## src/rtl/gpio_pkg.sv

```systemverilog
// Shared types and constants for the GPIO pad sequencing controller.
// The GPIO_IRQ_EN macro selects the edge-interrupt logic in gpio_in_sync.
package gpio_pkg;

  localparam int GPIO_NUM_IO_DEFAULT = 32;
  localparam int SETTLE_CNT_W        = 4;

  typedef enum logic [1:0] {
    IDLE   = 2'd0,
    APPLY  = 2'd1,
    SETTLE = 2'd2,
    DRIVE  = 2'd3
  } state_t;

endpackage

```

## src/rtl/gpio_in_sync.sv

```systemverilog
// Two-flop pad input synchroniser with optional per-pin edge capture.
// Defining GPIO_IRQ_EN builds the history/edge-detect and irq_status registers.
module gpio_in_sync
  import gpio_pkg::*;
#(
  parameter int W = GPIO_NUM_IO_DEFAULT
) (
  input  logic         clk,
  input  logic         rst,
  input  logic [W-1:0] din,
  input  logic [W-1:0] rise_en,
  input  logic [W-1:0] fall_en,
  input  logic [W-1:0] clr,
  output logic [W-1:0] dout,
  output logic [W-1:0] status
);

  logic [W-1:0] meta;

  // Two-stage synchroniser for the asynchronous pad inputs
  always_ff @(posedge clk or posedge rst) begin
    if (rst) begin
      meta <= {W{1'b0}};
      dout <= {W{1'b0}};
    end else begin
      meta <= din;
      dout <= meta;
    end
  end

`ifdef GPIO_IRQ_EN
  logic [W-1:0] history;
  logic [W-1:0] edge_set;

  // An edge is a difference between the synchronised value and its previous sample
  always_comb begin
    edge_set = (dout & ~history & rise_en) | (~dout & history & fall_en);
  end

  // Edge history and sticky status; a new edge wins over a same-cycle clear
  always_ff @(posedge clk or posedge rst) begin
    if (rst) begin
      history <= {W{1'b0}};
      status  <= {W{1'b0}};
    end else begin
      history <= dout;
      status  <= (status & ~clr) | edge_set;
    end
  end
`else
  wire unused_irq_inputs = ^{rise_en, fall_en, clr};
  assign status = {W{1'b0}};
`endif

endmodule

```

## src/rtl/gpio_pad_ctrl.sv

```systemverilog
// Break-before-make sequencer for the GPIO pad output enables and data.
// Edge interrupts are present only when GPIO_IRQ_EN is defined.
module gpio_pad_ctrl
  import gpio_pkg::*;
#(
  parameter int NUM_IO     = GPIO_NUM_IO_DEFAULT,
  parameter int SETTLE_CYC = 2
) (
  input  logic              sys_clk,
  input  logic              sys_rst,
  input  logic              cmd_valid,
  output logic              cmd_ready,
  input  logic [NUM_IO-1:0] cmd_mask,
  input  logic [NUM_IO-1:0] cmd_oe,
  input  logic [NUM_IO-1:0] cmd_data,
  output logic              busy,
  output logic [NUM_IO-1:0] gpio_oe,
  output logic [NUM_IO-1:0] gpio_data_out,
  input  logic [NUM_IO-1:0] gpio_data_in,
  output logic [NUM_IO-1:0] din_sync,
  input  logic [NUM_IO-1:0] irq_rise_en,
  input  logic [NUM_IO-1:0] irq_fall_en,
  input  logic [NUM_IO-1:0] irq_clr,
  output logic [NUM_IO-1:0] irq_status,
  output logic              irq
);

  localparam logic [SETTLE_CNT_W-1:0] SETTLE_LOAD = SETTLE_CNT_W'(SETTLE_CYC - 1);
  localparam logic [SETTLE_CNT_W-1:0] CNT_ZERO    = {SETTLE_CNT_W{1'b0}};

  state_t                  state;
  state_t                  next_state;
  logic [SETTLE_CNT_W-1:0] cnt;
  logic [NUM_IO-1:0]       lat_mask;
  logic [NUM_IO-1:0]       lat_data;
  logic [NUM_IO-1:0]       off_mask;
  logic [NUM_IO-1:0]       on_mask;

  assign cmd_ready = (state == IDLE);
  assign busy      = ~cmd_ready;

  // State register
  always_ff @(posedge sys_clk or posedge sys_rst) begin
    if (sys_rst) begin
      state <= IDLE;
    end else begin
      state <= next_state;
    end
  end

  // Next-state decode: fixed-length release / settle / drive sequence
  always_comb begin
    next_state = state;
    case (state)
      IDLE: begin
        if (cmd_valid) begin
          next_state = APPLY;
        end else begin
          next_state = IDLE;
        end
      end
      APPLY:  next_state = SETTLE;
      SETTLE: begin
        if (cnt == CNT_ZERO) begin
          next_state = DRIVE;
        end else begin
          next_state = SETTLE;
        end
      end
      DRIVE:   next_state = IDLE;
      default: next_state = IDLE;
    endcase
  end

  // Command latch, pad output registers and settle counter
  always_ff @(posedge sys_clk or posedge sys_rst) begin
    if (sys_rst) begin
      lat_mask      <= {NUM_IO{1'b0}};
      lat_data      <= {NUM_IO{1'b0}};
      off_mask      <= {NUM_IO{1'b0}};
      on_mask       <= {NUM_IO{1'b0}};
      gpio_oe       <= {NUM_IO{1'b0}};
      gpio_data_out <= {NUM_IO{1'b0}};
      cnt           <= CNT_ZERO;
    end else begin
      case (state)
        IDLE: begin
          if (cmd_valid) begin
            // Transition masks are taken against the enables as they stand at accept
            lat_mask <= cmd_mask;
            lat_data <= cmd_data;
            off_mask <= cmd_mask & gpio_oe & ~cmd_oe;
            on_mask  <= cmd_mask & cmd_oe & ~gpio_oe;
          end else begin
            lat_mask <= lat_mask;
          end
        end
        APPLY: begin
          gpio_oe       <= gpio_oe & ~off_mask;
          gpio_data_out <= (gpio_data_out & ~lat_mask) | (lat_data & lat_mask);
          cnt           <= SETTLE_LOAD;
        end
        SETTLE: begin
          if (cnt != CNT_ZERO) begin
            cnt <= cnt - 1'b1;
          end else begin
            cnt <= CNT_ZERO;
          end
        end
        DRIVE: begin
          gpio_oe <= gpio_oe | on_mask;
        end
        default: begin
          cnt <= CNT_ZERO;
        end
      endcase
    end
  end

  gpio_in_sync #(
    .W (NUM_IO)
  ) u_in_sync (
    .clk     (sys_clk),
    .rst     (sys_rst),
    .din     (gpio_data_in),
    .rise_en (irq_rise_en),
    .fall_en (irq_fall_en),
    .clr     (irq_clr),
    .dout    (din_sync),
    .status  (irq_status)
  );

  assign irq = |irq_status;

endmodule

```

## config.mk

```make
export PLATFORM = sky130hd
export DESIGN_NAME = gpio_pad_ctrl
export DESIGN_NICKNAME = d
export VERILOG_FILES = /design/src/rtl/gpio_pkg.sv /design/src/rtl/gpio_in_sync.sv /design/src/rtl/gpio_pad_ctrl.sv
export SDC_FILE = /design/constraint.sdc
export NUM_CORES = 1
export LEC_CHECK = 0
export CAP_MARGIN = 20
export CORE_ASPECT_RATIO = 0.9
export CORE_MARGIN = 4
export CORE_UTILIZATION = 49
export CTS_BUF_LIST = sky130_fd_sc_hd__clkbuf_4 sky130_fd_sc_hd__clkbuf_8
export DETAILED_ROUTE_END_ITERATION = 12
export PLACE_DENSITY_LB_ADDON = 0.25
export SLEW_MARGIN = 5
export SYNTH_ARGS = -nofsm -noshare
export SYNTH_HDL_FRONTEND = slang
export SYNTH_SLANG_ARGS = --single-unit
```

## constraint.sdc

```tcl
create_clock -name sys_clk -period 21.5 [get_ports sys_clk]
set_clock_uncertainty 0.2 [all_clocks]
set_input_delay 4.3 -clock sys_clk [delete_from_list [all_inputs] [get_ports sys_clk]]
set_output_delay 4.3 -clock sys_clk [all_outputs]
set_load 0.01 [all_outputs]
```

==> metrics.txt, run 1 <==
Placement Rows between 40 and 50; CTS root buf clkbuf_8; Worst Hold Depth 0; period utilization 0.300; Critical Path Fanout Max 4; post-synthesis simple-gate area fraction 0.174; Internal between 1 and 1.5 mW; Compound-Gate Fraction of Synth Area 0.0588; register area share after synthesis 0.674; Die Wd 157 um; fin. max-slew vios 0; first-pass GRT wire length roughly 35000 um; worst r2r src state[1]; DRT iter0 DRCs about 320; Flop pwr share 0.452; CTS clk-pin slew, worst paths 60 ps; share of cells above drive strength 1 0.0988; post-synthesis mux area share 0.0370; Max-Cap Viols 0; Setup TNS Final 0 ps; placed cell area roughly 0.012 mm2; initial core utilization 0.503; GPL Wtd Cong between 0.7 and 0.8; total CTS buffers 42; port buffer count 228; footprint of the multi-input gates between 0.002 and 0.003 mm2; Cell Area, Synth between 0.009 and 0.01 mm2; area grow syn2layout 33.0%; deepest clock path buffer count 3; synthesized flop and latch total ~260; antenna-violating nets left 0; reg2reg end gpio_oe[3]; initial antenna violation count 1; CTS sink count between 200 and 300; DR pass1 iterations 6; final hold violation count 0; Total GRT Usage 0.197; Worst-Margin Slew between 1000 and 1500 ps; hpwl dp around 14000 um; HP Start u_in_sync.meta[6]; FMAX approximately 160 MHz; r2r worst-path depth 4; worst hold path type flip-flop to flip-flop; outcome finished clean; CTS tree built; CP Class flip-flop to output pin; Post-Syn Instances a little under 900; Gate power share 0.296; die area 0.0222 mm2; Post-CTS Setup Repair Bufs 0; # setup viols final 0; DR DRC count 0; Core Area roughly 0.019 mm2; post-synth cell types 27; via count just under 7000; unrepaired setup endpoints after global routing no; io pins between 300 and 400; area leader, netlist dfrtp_1; Slew headroom 0.323; crit path capture type output pin; Max VDD drop ~0.095 mV; grt ovf 0; Nets 1350; Synth Area in XOR/XNOR 0; CP required approximately 17000 ps; register area around 0.0066 mm2; fill cell count roughly 1500; Clock Latency Late Sink 540 ps; Synth top area share 0.674; Worst EP arrival 1950 ps; Avg Cell Area, Syn about 11 um2; Vias per Instance 4.93; Psw roughly 0.57 mW; reg2reg setup slack ~19000 ps; synth warn 0; CTS H-tree lvls 2; Lkg Pwr 6.09 nW; Hold Buf Count CTS 0; crit path time final 6450 ps; # resized after CTS 0; endpoint of the worst hold path u_in_sync.dout[6]; largest family of logic cells by synthesized area simple AND/OR/NAND/NOR gates; cell area power density approximately 130 mW/mm2; number of global-route vias before repair around 7000; fin area between 0.01 and 0.015 mm2; startpoint types flip-flop; largest cells by area after synthesis dfrtp_1 67%, nand2_1 13%, mux2_2 3.7%; wire length per cell roughly 16 um; Post-Synth Adder-Cell Area 0.00772; Sw Ratio 0.325; die height between 100 and 150 um; Clk pwr share 0.252; Routed WL about 22000 um; largest net degree at the start of global routing between 100 and 150
-- synth_stat cells --
cell type	count
nor3b_1	1
o311ai_0	1
mux2_2	32
or4_1	1
o21ai_0	22
nand2_1	336
nand2b_1	2
nand3_1	21
nor2_1	2
nand4b_1	31
nor2b_1	1
o32ai_1	1
o31ai_1	14
nand2_2	1
buf_2	17
o2bb2ai_1	1
and2_1	1
conb_1	1
inv_1	7
o211ai_1	1
ha_1	6
a21oi_1	63
buf_4	41
buf_1	1
o21a_1	1
dfrtp_1	262
clkbuf_1	13
-- through the flow --
stage	setup slack, ps	util	cells	hold WS (ps)	power [mW]
2_1_floorplan	9790	-	913	131	1.07
3_3_place_gp	14810	0.624	1323	132	1.29
3_5_place_dp	14760	0.624	1323	135	1.31
4_1_cts	15000	0.669	1394	147	1.76
5_1_grt	14910	0.669	1395	151	1.86
6_report	15050	0.669	1395	145	1.74
-- worst max-delay path by stage --
stage / cells after the start / slack, ps / end / start
after floorplan: 1 / 9790 / asynchronous set/reset pin / sys_rst
after global placement: 4 / 14810 / on_mask[8] / cmd_valid
after detailed placement: 4 / 14760 / on_mask[8] / cmd_valid
after CTS: 3 / 15000 / cmd_ready / state[1]
after global routing: 3 / 14910 / cmd_ready / state[1]
final: 3 / 15050 / cmd_ready / state[1]
-- cells by family (layout without fill, tap and decap cells) --
logic type,count (synthesis),count (layout)
AND/OR/NAND/NOR,397,397
flip-flops,262,262
AO/OA/AOI/OAI,104,104
buffers and inverters,79,310
multiplexers,32,32
adder cells (fa/ha/maj),6,6
other,1,34
-- layout make-up --
class,count,area share
sequential,262,0.507
multi-input combinational,572,0.220
timing repair buffer,232,0.179
clock buffer,66,0.0654
tap,250,0.0242
inverter,7,0.00261
clock inverter,5,0.00251
antenna,1,0.000193
-- metal layers --
metal | up-vias | GRT usage | wire length [um]
met5 | - | 0 | 0
met4 | 0 | 0.0580 | 331
met3 | 29 | 0.0515 | 1510
met2 | 187 | 0.328 | 10900
met1 | 3362 | 0.256 | 9220
li1 | 3296 | - | -
-- placed cells by master (no fill, tap or decap) --
cell type        netlist  final
nor2b_4                0      1
nand3_1               21     21
clkdlybuf4s50_1        0    228
nor3b_1                1      1
ha_2                   0      2
nand4b_1              31     31
o31ai_1               14     14
diode_2                0      1
nand2_4                0      1
inv_6                  0      2
o211ai_1               1      1
nand2_1              336    336
clkinv_2               0      3
dfrtp_1              262    262
mux2_2                32     32
conb_1                 1     33
clkbuf_4               0     10
and2_4                 0      1
or4_1                  1      1
nor2_1                 2      2
inv_8                  0      1
inv_1                  7      6
ha_1                   6      4
buf_4                 41      4
o311ai_0               1      1
o32ai_1                1      1
o21a_1                 1      1
o21ai_0               22     22
clkbuf_8               0     56
nand2b_1               2      2
o2bb2ai_1              1      1
a21oi_1               63     63
-- power by group through the flow --
stage | clock, mW | combinational, mW | sequential [mW]
3_3_place_gp | 0 | 0.504 | 0.782
5_1_grt | 0.475 | 0.574 | 0.808
4_1_cts | 0.450 | 0.523 | 0.784
6_report | 0.438 | 0.514 | 0.785
2_1_floorplan | 0 | 0.271 | 0.797
3_5_place_dp | 0 | 0.520 | 0.790
-- worst max-delay path: stages (launching register included) --
cell and delay, ps:
dfrtp_1 400, inv_1 120, ha_1 290, clkdlybuf4s50_1 580
Note: power is estimated with default switching activity, not from simulation.
==> inputs of run 2 (changes only) <==
CORE_UTILIZATION = 46   (was 49)
clock period = 6.6 ns   (was 21.5 ns; I/O delays follow)
==> run 2 against run 1 <==
Against the previous run:
- power grew to 3.2 times the previous value
- critical endpoint unchanged
- worst setup slack worse by 12000 ps
- global-route usage is 1.7 points lower
- critical path depth stayed put
- combinational power grew to 3.2 times the previous value
- count of clock-buffer cells in the layout is 1 lower
- worst hold slack worse by 2.7 ps
==> metrics.txt, run 2 (same netlist as run 1, synthesis figures left out) <==
outcome finished clean; DRT iter0 DRCs 464 (+43%); grt ovf 0 (unchanged); Gate power share 0.298 (+0.002); Clk pwr share 0.247 (-0.005); CP Class flip-flop to output pin; Worst Hold Depth 0 (unchanged); Total GRT Usage 0.180 (-0.0170); # setup viols final 0 (unchanged); largest net degree at the start of global routing 148 (+21%); most frequent cells in the layout 336 x nand2_1, 262 x dfrtp_1, 228 x clkdlybuf4s50_1; crit path time final around 3400 ps; Nets 1352 (+0.15%); Hold Buf Count CTS 0 (unchanged); io pins 358 (unchanged); endpoint of the worst hold path u_in_sync.dout[11]; Core Area 0.0208 mm2 (+7.4%); final hold violation count 0 (unchanged); initial core utilization 0.468 (-0.0347); die area 0.0235 mm2 (+6.2%); worst hold path type flip-flop to flip-flop; Clock Latency Late Sink 520 ps (-20 ps); Vias per Instance 4.82 (-2.2%); first-pass GRT wire length 34900 um (-0.63%); total CTS buffers 43 (+2.4%); Non-Filler Instances 1431 (+2.6%); CTS root buf clkbuf_8; die height 146 um (+3.0%); via count 6893 (+0.28%); number of global-route vias before repair 6821 (-1.5%); cell area power density 431 mW/mm2 (+220%); HP Start u_in_sync.meta[11]; r2r worst-path depth 6 (+2); unrepaired setup endpoints after global routing no; Flop pwr share 0.455 (+0.003); DR pass1 iterations 5 (-1); Worst EP arrival 1900 ps (-50 ps); CTS clk-pin slew, worst paths 60 ps (about the same); Routed WL 21400 um (-2.5%); Post-CTS Setup Repair Bufs 0 (unchanged); Internal 3.78 mW (+220%); deepest clock path buffer count 3 (unchanged); CTS H-tree lvls 2 (unchanged); fin. max-slew vios 0 (unchanged); initial antenna violation count 0 (-1); area grow syn2layout 33.4%; startpoint types flip-flop; Die Wd 161 um (+3.0%); Lkg Pwr 6.09 nW (about the same); Placement Rows 50 (+4.2%); fill cell count 1733 (+13%); share of cells above drive strength 1 0.0996 (+0.000787); reg2reg end off_mask[22]; FMAX roughly 290 MHz; CTS tree built; CTS sink count 262 (unchanged); CP required 5080 ps (-11920 ps); DR DRC count 0 (unchanged); antenna-violating nets left 0 (unchanged); Critical Path Fanout Max 4 (unchanged); Max VDD drop 0.324 mV (+240%); worst r2r src state[0]; port buffer count 228 (unchanged); most common cell after layout, fill and taps aside nand2_1; GPL Wtd Cong 0.762 (+3.5%); Slew headroom 0.389 (+0.0667); Max-Cap Viols 0 (unchanged); period utilization 0.518; Setup TNS Final 0 ps (unchanged); Psw 1.82 mW (+220%); ant diodes 0 (-1); placed cell count 1360 (+2.8%); hpwl dp 13500 um (-3.2%); crit path capture type output pin; Sw Ratio 0.324 (-0.00112); reg2reg setup slack 3920 ps (-14810 ps); Worst-Margin Slew 914 ps (-102 ps); # resized after CTS 0 (unchanged); wire length per cell 14.9 um (-5.0%)
==> run 2: changes by cell type in the layout (fill, tap and decap cells not counted) <==
cell        change
inv_8           -1
clkbuf_4        +4
buf_12          +2
clkbuf_8        -5
clkinv_2        +1
diode_2         -1
buf_4           -1
clkinvlp_4      +1
==> run 2: through the flow <==
step                      setup slack, ps  cell area [um2]  power (mW)   util  hold WS [ps]
after floorplan                      1620             9850        3.48      -           131
after global placement               2860            12100        4.20  0.584           131
after detailed placement             2810            12100        4.26  0.584           135
after CTS                            3130            13000        5.68  0.625           147
after global routing                 3050            13000        6.00  0.625           153
final                                3180            13000        5.60  0.625           143
==> run 2: worst max-delay path by stage <==
stage               slack [ps]                    endpoint  startpoint
floorplan                 1620  asynchronous set/reset pin     sys_rst
CTS                       3130                   cmd_ready    state[0]
global route              3050                   cmd_ready    state[1]
detailed placement        2810                off_mask[22]   cmd_valid
finish                    3180                   cmd_ready    state[0]
global placement          2860                off_mask[22]   cmd_valid
==> run 2: cell type report <==
type | instances | area [um2] | area share
Clock buffer | 65 | 807 | 0.0622
Clock inverter | 6 | 37.5 | 0.00289
Inverter | 7 | 30.0 | 0.00231
Multi-Input combinational cell | 572 | 2840 | 0.219
Sequential cell | 262 | 6560 | 0.505
Tap cell | 286 | 358 | 0.0276
Timing Repair Buffer | 233 | 2340 | 0.181
==> run 2: power groups by stage <==
| stage | Sequential, mW | Combinational (mW) | Clock (mW) |
|---|---|---|---|
| floorplan | 2.59 | 0.883 | 0 |
| detailed placement | 2.57 | 1.69 | 0 |
| global placement | 2.55 | 1.66 | 0 |
| global route | 2.63 | 1.85 | 1.52 |
| finish | 2.55 | 1.66 | 1.38 |
| CTS | 2.55 | 1.70 | 1.43 |
==> run 2: critical path, stage by stage (launching register included) <==
cell             delay [ps]
dfrtp_1                 400
inv_1                   110
ha_1                    280
clkdlybuf4s50_1         580
==> run 2: routing by layer <==
| metal | global-route usage | up-vias | wire [um] |
|---|---|---|---|
| met3 | 0.0479 | 27 | 1510 |
| met4 | 0.0486 | 0 | 327 |
| met1 | 0.240 | 3346 | 9190 |
| met2 | 0.295 | 214 | 10300 |
| li1 | - | 3306 | - |
| met5 | 0 | - | 0 |
